==> src/rtl/fdiv_iter.sv <==
// fdiv_iter: multi-cycle restoring floating-point divider / reciprocal.
// One quotient bit per cycle, round-to-nearest-even, valid/ready on both sides.
module fdiv_iter #(
    parameter int EXP_W = 8,
    parameter int MAN_W = 23
) (
    input  logic                   clk,
    input  logic                   rstn,
    input  logic                   in_valid,
    output logic                   in_ready,
    input  logic                   mode,
    input  logic [EXP_W+MAN_W:0]   src_a,
    input  logic [EXP_W+MAN_W:0]   src_b,
    output logic                   out_valid,
    input  logic                   out_ready,
    output logic [EXP_W+MAN_W:0]   dest,
    output logic                   ovf,
    output logic                   udf
);
    localparam int W  = 1 + EXP_W + MAN_W;
    localparam int EW = EXP_W + 2;
    localparam int CW = $clog2(MAN_W + 2);
    localparam logic [EXP_W-1:0] BIAS = EXP_W'((1 << (EXP_W - 1)) - 1);
    localparam logic [W-1:0] ONE = {1'b0, BIAS, {MAN_W{1'b0}}};
    localparam logic [CW-1:0] LAST = CW'(MAN_W + 1);
    localparam logic signed [EW-1:0] EMAX = EW'((1 << EXP_W) - 1);

    typedef enum logic [2:0] {IDLE, PREP, DIV, ROUND, DONE} state_t;

    state_t                 r_state, w_next;
    logic [W-1:0]           r_a, r_b, r_dest;
    logic                   r_sign, r_za, r_zb, r_ovf, r_udf;
    logic signed [EW-1:0]   r_e;
    logic [MAN_W+1:0]       r_rem;
    logic [MAN_W:0]         r_mb;
    logic [MAN_W:0]         r_q;
    logic [CW-1:0]          r_cnt;

    logic [EXP_W-1:0]       w_ea, w_eb;
    logic [MAN_W:0]         w_ma, w_mb, w_sub;
    logic                   w_lt, w_ge, w_up, w_cy, w_big, w_small;
    logic signed [EW-1:0]   w_e0, w_er;
    logic [MAN_W-1:0]       w_frac;
    logic [W-1:0]           w_inf, w_zero, w_res;

    assign w_ea = r_a[W-2:MAN_W];
    assign w_eb = r_b[W-2:MAN_W];
    assign w_ma = {1'b1, r_a[MAN_W-1:0]};
    assign w_mb = {1'b1, r_b[MAN_W-1:0]};
    assign w_lt = w_ma < w_mb;
    // Normalising the dividend up front keeps the quotient in [1,2).
    assign w_e0 = EW'(w_ea) - EW'(w_eb) + EW'(BIAS) - EW'(w_lt);

    assign w_ge  = r_rem >= {1'b0, r_mb};
    assign w_sub = w_ge ? (MAN_W+1)'(r_rem - {1'b0, r_mb}) : r_rem[MAN_W:0];

    // The integer quotient bit is always 1 and has already been shifted out of r_q.
    assign w_up    = r_q[0] & ((|r_rem) | r_q[1]);
    assign w_cy    = w_up & (&r_q[MAN_W:1]);
    assign w_frac  = r_q[MAN_W:1] + MAN_W'(w_up);
    assign w_er    = r_e + EW'(w_cy);
    assign w_big   = w_er >= EMAX;
    assign w_small = w_er[EW-1] | (w_er == '0);
    assign w_inf   = {r_sign, {EXP_W{1'b1}}, {MAN_W{1'b0}}};
    assign w_zero  = {r_sign, {(W-1){1'b0}}};
    assign w_res   = r_zb ? w_inf : r_za ? w_zero : w_big ? w_inf : w_small ? w_zero
                   : {r_sign, w_er[EXP_W-1:0], w_frac};

    always_comb begin
        w_next = r_state;
        case (r_state)
            IDLE:    w_next = in_valid ? PREP : IDLE;
            PREP:    w_next = DIV;
            DIV:     w_next = (r_cnt == LAST) ? ROUND : DIV;
            ROUND:   w_next = DONE;
            DONE:    w_next = out_ready ? IDLE : DONE;
            default: w_next = IDLE;
        endcase
    end

    always_ff @(posedge clk or negedge rstn) begin
        if (!rstn) r_state <= IDLE;
        else       r_state <= w_next;
    end

    always_ff @(posedge clk or negedge rstn) begin
        if (!rstn) begin
            r_a    <= '0;
            r_b    <= '0;
            r_sign <= 1'b0;
            r_e    <= '0;
            r_rem  <= '0;
            r_mb   <= '0;
            r_q    <= '0;
            r_cnt  <= '0;
            r_za   <= 1'b0;
            r_zb   <= 1'b0;
            r_dest <= '0;
            r_ovf  <= 1'b0;
            r_udf  <= 1'b0;
        end else begin
            if (r_state == IDLE && in_valid) begin
                r_a <= mode ? src_a : ONE;
                r_b <= src_b;
            end
            if (r_state == PREP) begin
                r_sign <= r_a[W-1] ^ r_b[W-1];
                r_e    <= w_e0;
                r_rem  <= w_lt ? {w_ma, 1'b0} : {1'b0, w_ma};
                r_mb   <= w_mb;
                r_q    <= '0;
                r_cnt  <= '0;
                r_za   <= w_ea == '0;
                r_zb   <= w_eb == '0;
            end
            if (r_state == DIV) begin
                r_rem <= {w_sub, 1'b0};
                r_q   <= {r_q[MAN_W-1:0], w_ge};
                r_cnt <= (r_cnt == LAST) ? '0 : r_cnt + CW'(1);
            end
            if (r_state == ROUND) begin
                r_dest <= w_res;
                r_ovf  <= r_zb | (~r_za & w_big);
                r_udf  <= ~r_zb & ~r_za & ~w_big & w_small;
            end
        end
    end

    assign in_ready  = r_state == IDLE;
    assign out_valid = r_state == DONE;
    assign dest      = r_dest;
    assign ovf       = r_ovf;
    assign udf       = r_udf;
endmodule
==> config.mk <==
export PLATFORM = sky130hd
export DESIGN_NAME = fdiv_iter
export DESIGN_NICKNAME = d
export VERILOG_FILES = /design/src/rtl/fdiv_iter.sv
export SDC_FILE = /design/constraint.sdc
export NUM_CORES = 1
export LEC_CHECK = 0
export ABC_AREA = 1
export ABC_CLOCK_PERIOD_IN_PS = 10200
export CORE_MARGIN = 1
export CORE_UTILIZATION = 50
export CTS_CLUSTER_DIAMETER = 30
export DETAILED_ROUTE_END_ITERATION = 8
export GPL_TIMING_DRIVEN = 0
export HOLD_SLACK_MARGIN = 0.05
export PLACE_DENSITY = 0.72
export SETUP_SLACK_MARGIN = 0.05
export SLEW_MARGIN = 20
export SYNTH_ARGS = -nofsm -noshare
export SYNTH_HDL_FRONTEND = slang
export SYNTH_SLANG_ARGS = --single-unit
==> constraint.sdc <==
create_clock -name clk -period 10.2 [get_ports clk]
set_input_delay 2.04 -clock clk [delete_from_list [all_inputs] [get_ports clk]]
set_output_delay 2.04 -clock clk [all_outputs]
set_load 0.02 [all_outputs]
==> reports/metrics.yaml, run 1 <==
run_status:
  status: "finished clean"
detailed_routing:
  highest_layer: "met4"
  routed_wl_um: 35000
  wl_per_cell_um: 16.2
  drt_iter0_markers: 989
  ant_nets: 0
  wl_met2_um: 16000
  firstDrtPassIters: 6
  via_per_inst: 5.36
  routed-wl-met3_um: 2040
  wl_met1_um: 15400
  via_count: 11500
  drc: 0
placement:
  gp_congestion: 0.932
  dp_slack_ns: 6.27
  hpwlAfterDp_um: 27100
  port-buffer-count: 103
final_layout:
  syn_to_final_growth_pct: 17.1
  diodes: 0
  layout.nets: 1962
  layout-drive-gt1-share_pct: 5.72
worst_setup_path:
  cp.arrival_ns: 4.43
  critPathSlowestCell: "fa_1"
  endpoint_kind: "flip-flop"
  cp.buffers_inverters: 1
  crit_family: "compound AO/OA/AOI/OAI gates"
  critPathKind: "reg -> reg"
  r2r-start: "r_a[21]"
  startpoint_type: "flip-flop"
  required_ns: 10.55
  cp.depth: 18
  r2r_setup_slack_ns: 6.11
  cp_max_fo: 10
  crit_chain: "ha_1 -> a21o_1 -> a21oi_1 -> nand2_1 -> a21oi_1 -> nand2_1 -> buf_2 -> ha_1 -> ha_1 -> fa_1 -> a21oi_1 -> o21ai_0 -> nand2_1 -> a21oi_1 -> or2_2 -> nand2_1 -> nand3_1 -> o21ai_0"
  r2r-end: "r_e[9]"
  cpPeakStageDelay_ns: 0.41
  reg2reg_depth: 18
synthesis:
  synth.cell_area_mm2: 0.0123
  yosys_warnings: 0
  synth-edff-count: 0
  yosys.cell_count.top_type: "nand2_1"
  syn-num-nets: 1838
  ys_types: 41
  synth_top_area_share_pct: 39.1
  synth.area.top_cells: "dfrtp_1 (39%), nand2_1 (16%), inv_1 (8.2%)"
  synth_seq_cells: 192
  async_reset_ff_share_pct: 100
  synth_top_area_cell: "dfrtp_1"
  ys_dominant_reg_cell: "dfrtp_1"
  seq_area_frac_synth_pct: 39.1
  synthTopCellsByCount: "nand2_1 (528), inv_1 (267), dfrtp_1 (192), nand3_1 (163), o21ai_0 (121)"
  syn_area_per_cell_um2: 7.23
  synthCells: 1699
timing:
  rsz0062_at_grt: "false"
  finalSetupViolations: 0
  fin_crit_sh_pct: 40.1
  hold_slack_ns: 0.482
  fin_skew_ns: 0.0156
  tightest_slew_ns: 0.734
  fin_crit_ns: 4.09
  max_clock_freq_mhz: 245
  max-slew-margin-rel_pct: 50.9
  timing.final.hold_violations: 0
  slew_violations: 0
  fin_setup_tns_ns: 0
  layout_setup_ws_ns: 6.11
floorplanning:
  start_util_pct: 51.7
  row_count: 56
  pin_count: 105
  core_area_mm2: 0.0238
  die_w_um: 159
  die_h_um: 159
  die-area_mm2: 0.0252
clock_network:
  cts_root_buf: "clkbuf_16"
  cts_setup_buffers: 0
  ctsResizeCount: 0
  clk_latency_ns: 0.44
  cts_hold_buf: 0
  clock_sinks: 192
  htree_levels: 4
  clk_transition_reported_paths_ns: 0.08
  cts_tree: "yes"
  clk_path_buf_depth: 2
  cts_made_buffers: 17
worst_hold_path:
  hold_path_end: "dest[9]"
  worstHoldPathType: "reg -> reg"
  hp-start: "dest[9]"
  hold_path_depth: 2
grt:
  grt_max_degree: 98
  gr-total-overflow: 0
  grt_pass1_wl_um: 56300
  track_usage_pct: 29.5
  grt_pass1_vias: 11000
  antenna_found_initial: 0
run:
  drv_cap: 0
power_and_ir_drop:
  p_leak_nw: 7.43
  vdd_ir_drop_max_uv: 229
  power_density_mw_per_mm2: 383
  power_mw: 5.51
placed cells by master, fill, tap and decap left out, types with 3 or more instances in the layout:
cell type        instances
a21oi_1                 38
clkdlybuf4s50_1        102
nor3_1                  14
xor2_1                  33
fa_1                     3
nor3_2                   3
nand3b_1                 8
clkbuf_8                 3
dfrtp_1                192
nor3b_1                  3
o22ai_1                 26
buf_2                   17
nor2_4                   3
ha_1                    67
nand2_2                  8
clkbuf_16               17
nor2_2                   5
clkbuf_1                33
nand2_1                528
inv_8                    6
nand4_1                 41
nor2_1                  60
nand3_2                 11
inv_2                    9
inv_1                  267
xnor2_1                 10
o21ai_0                121
clkinv_4                 3
buf_6                    5
nand3_1                163
or2_2                    3
o21bai_1                 6
nor4_1                   5
layer usage:
| layer | GRT usage (%) | vias to the layer above |
|---|---|---|
| li1 | - | 5663 |
| met1 | 38.8 | 5364 |
| met2 | 47.8 | 417 |
| met3 | 4.49 | 98 |
| met4 | 13.8 | 0 |
| met5 | 0 | - |
worst max path at each step:
| stage | startpoint | slack (ns) | to |
|---|---|---|---|
| 4_1_cts | r_b[15] | 6.18 | r_e[9] |
| 2_1_floorplan | r_a[21] | 6.93 | r_e[7] |
| 3_3_place_gp | rstn | -0.93 | r_rem[17] |
| 6_report | r_a[21] | 6.11 | r_e[9] |
| 3_5_place_dp | r_b[21] | 6.27 | r_e[9] |
| 5_1_grt | r_b[15] | 5.90 | r_e[9] |
final cells by class:
class                      instances  area (um^2)
clock buffer                      20          467
sequential                       192         4800
inverter                         278         1040
clock inverter                    12          140
fill                            2163         9380
buffer                            57          284
multi-input combinational       1172         6140
tap                              319          399
timing repair buffer             105         1090
power by group:
group / switching (mW) / internal, mW / total [mW]
registers: 0.216 / 1.06 / 1.27
logic: 2.30 / 1.25 / 3.54
clock network: 0.326 / 0.369 / 0.695
tightest hold or removal path: cells and delay by family (launching register included):
kind             cells  cell delay [ns]
flip-flops           1             0.35
AND/OR/NAND/NOR      2             0.10
state kept, by name, indices dropped and copies added (netlist names):
register  flops
dest         32
r_a          32
r_b          32
r_rem        25
r_mb         24
r_q          24
r_e          10
r_cnt         5
r_state       3
ovf           1
r_sign        1
r_za          1
r_zb          1
udf           1
cell families (layout without fill, tap and decap cells):
logic type / after synthesis / in the layout / synth area share, %
buffers and inverters: 335 / 472 / 10.8
flip-flops: 192 / 192 / 39.1
XOR/XNOR: 43 / 43 / 3.07
adder cells (fa/ha/maj): 70 / 70 / 7.32
AO/OA/AOI/OAI: 200 / 200 / 8.75
AND/OR/NAND/NOR: 859 / 859 / 30.9
metrics by stage:
stage	util [%]	area, um^2	instances
2_1_floorplan	-	12300	1699
3_3_place_gp	57.7	13700	2121
3_5_place_dp	58.0	13800	2123
4_1_cts	60.5	14400	2155
5_1_grt	60.5	14400	2155
6_report	60.5	14400	2155
No activity file was read; power rests on OpenSTA's default activity.
==> inputs of run 2 (changes only) <==
ABC_CLOCK_PERIOD_IN_PS = 3900   (was 10200)
clock period = 3.9 ns   (was 10.2 ns; I/O delays follow)
==> run 2 against run 1 <==
Against the previous run: global-route usage is essentially flat; die area is the same; cell count is essentially flat; combinational power grew to 2.6 times the previous value; setup slack lost 5.9 ns; non-clock buffer count grew 1; critical path type unchanged; largest cell class unchanged; largest power group unchanged; highest routed layer unchanged.
==> reports/metrics.yaml, run 2 (synthesis results as in run 1) <==
final_layout:
  diodes: 0  # unchanged
  multi_input_area_mm2: 0.00617  # +0.41%
  layout_commonest_cell: "nand2_1"
  fin_cells: 2156  # +0.046%
  layout.nets: 1963  # +0.051%
  final-seq-area_mm2: 0.00480  # unchanged
  final_area_mm2: 0.0144  # +0.24%
  final_cell_mix: "nand2_1 (526), inv_1 (266), dfrtp_1 (192)"
  layout-drive-gt1-share_pct: 6.04  # +0.32 points
  syn_to_final_growth_pct: 17.4
  fill_cells: 2166  # +0.14%
floorplanning:
  pin_count: 105  # unchanged
  die-area_mm2: 0.0252  # unchanged
  start_util_pct: 51.7  # unchanged
  die_h_um: 159  # unchanged
  core_area_mm2: 0.0238  # unchanged
  row_count: 56  # unchanged
  die_w_um: 159  # unchanged
detailed_routing:
  wl_per_cell_um: 16.3  # +0.36%
  routed-wl-met3_um: 1870  # -8.2%
  drt_iter0_markers: 975  # -1.4%
  drc: 0  # unchanged
  ant_nets: 0  # unchanged
  via_per_inst: 5.36  # about the same
  via_count: 11600  # +0.14%
  firstDrtPassIters: 5  # -1
  routed_wl_um: 35100  # +0.40%
  wl_met2_um: 16000  # +0.19%
  wl_met1_um: 15600  # +1.7%
  highest_layer: "met4"
grt:
  grt_pass1_wl_um: 56300  # about the same
  track_usage_pct: 29.5  # about the same
  gr-total-overflow: 0  # unchanged
  antenna_found_initial: 0  # unchanged
  grt_max_degree: 98  # unchanged
  grt_pass1_vias: 11000  # +0.045%
clock_network:
  cts_root_buf: "clkbuf_16"
  htree_levels: 4  # unchanged
  cts_tree: "yes"
  clk_transition_reported_paths_ns: 0.08  # about the same
  clk_path_buf_depth: 2  # unchanged
  clk_latency_ns: 0.45  # about the same
  cts_hold_buf: 0  # unchanged
  clock_sinks: 192  # unchanged
  cts_made_buffers: 17  # unchanged
power_and_ir_drop:
  power_density_mw_per_mm2: 1010  # +160%
  vdd_ir_drop_max_uv: 602  # +160%
  p_leak_nw: 7.44  # +0.11%
worst_setup_path:
  reg2reg_depth: 19  # +1
  critPathKind: "reg -> reg"
  required_ns: 4.25  # -6.30 ns
  r2r-end: "r_e[9]"
  r2r_setup_slack_ns: 0.26  # -5.85 ns
  r2r-start: "r_b[15]"
  startpoint_type: "flip-flop"
  cp_max_fo: 10  # unchanged
  cp.arrival_ns: 3.99  # -0.44 ns
  endpoint_kind: "flip-flop"
timing:
  max-slew-margin-rel_pct: 52.2  # +1.3 points
  tightest_slew_ns: 0.714  # -0.0197 ns
  layout_setup_ws_ns: 0.259  # -5.85 ns
  rsz0062_at_grt: "false"
  max_clock_freq_mhz: 275  # +12%
  finalSetupViolations: 0  # unchanged
  fin_crit_sh_pct: 93.4  # +53 points
  fin_crit_ns: 3.64  # -0.446 ns
  slew_violations: 0  # unchanged
  fin_skew_ns: 0.0165  # +0.000959 ns
  timing.final.hold_violations: 0  # unchanged
placement:
  port-buffer-count: 103  # unchanged
  gp_congestion: 0.932  # unchanged
  placed_area_mm2: 0.0138  # unchanged
  dp_slack_ns: -0.0321  # -6.30 ns
  placed_cells: 2123  # unchanged
  hpwlAfterDp_um: 27100  # unchanged
worst_hold_path:
  worstHoldPathType: "in -> async"
run_status:
  status: "finished clean"
run:
  drv_cap: 0  # unchanged
[run 2: final cells by class]
type	count	area share, %
Clock inverter	12	0.973
Multi-Input combinational cell	1172	42.8
Inverter	278	7.25
Timing Repair Buffer	106	7.62
Buffer	57	1.99
Clock buffer	20	3.24
Tap cell	319	2.77
Sequential cell	192	33.3
[run 2: worst max-delay path, stage by stage (launching register included)]
cell	delay (ns)
dfrtp_1	0.39
inv_2	0.09
ha_1	0.26
a21oi_1	0.16
o21a_1	0.14
nand2_1	0.08
a21oi_4	0.26
nand2_4	0.11
buf_4	0.21
ha_1	0.19
ha_1	0.21
fa_1	0.42
a21oi_2	0.17
o21ai_0	0.11
nand2_1	0.09
a21oi_1	0.06
or2_2	0.28
nand2_1	0.08
nand3_1	0.10
o21ai_0	0.12
[run 2: through the flow]
step	power [mW]	setup TNS [ns]	util, %	hold slack (ns)
floorplan	9.89	0	-	0.426
global placement	12.2	-1143.12	57.7	0.462
detailed placement	12.4	-0.0402	58.0	0.465
CTS	14.3	0	60.5	0.368
global route	15.9	0	60.7	0.368
finish	14.5	0	60.7	0.337
[run 2: worst max-delay path by stage]
stage | cells past startpoint | endpoint | start
floorplan | 18 | r_e[7] | r_a[21]
global placement | 1 | r_rem[17] | rstn
detailed placement | 19 | r_e[9] | r_b[21]
CTS | 19 | r_e[9] | r_b[15]
global route | 22 | r_e[9] | r_b[1]
finish | 19 | r_e[9] | r_b[15]
[run 2: layer usage]
metal	vias up	track usage, %
li1	5670	-
met1	5394	38.8
met5	-	0
met4	0	13.8
met2	398	47.8
met3	96	4.49
[run 2: what timing repair did]
| action | in CTS | in global routing |
|---|---|---|
| endpoints found under the setup margin | 2 | 2 |
| gates resized for setup | 2 | 7 |
| pin swaps | 0 | 1 |
| setup buffers | 0 | 1 |
[run 2: power by group]
group          switching, mW  total [mW]  internal [mW]  leakage (nW)
sequential             0.567        3.33           2.76          2.48
clock                  0.857        1.82          0.965         0.299
combinational           6.06        9.36           3.30          4.66
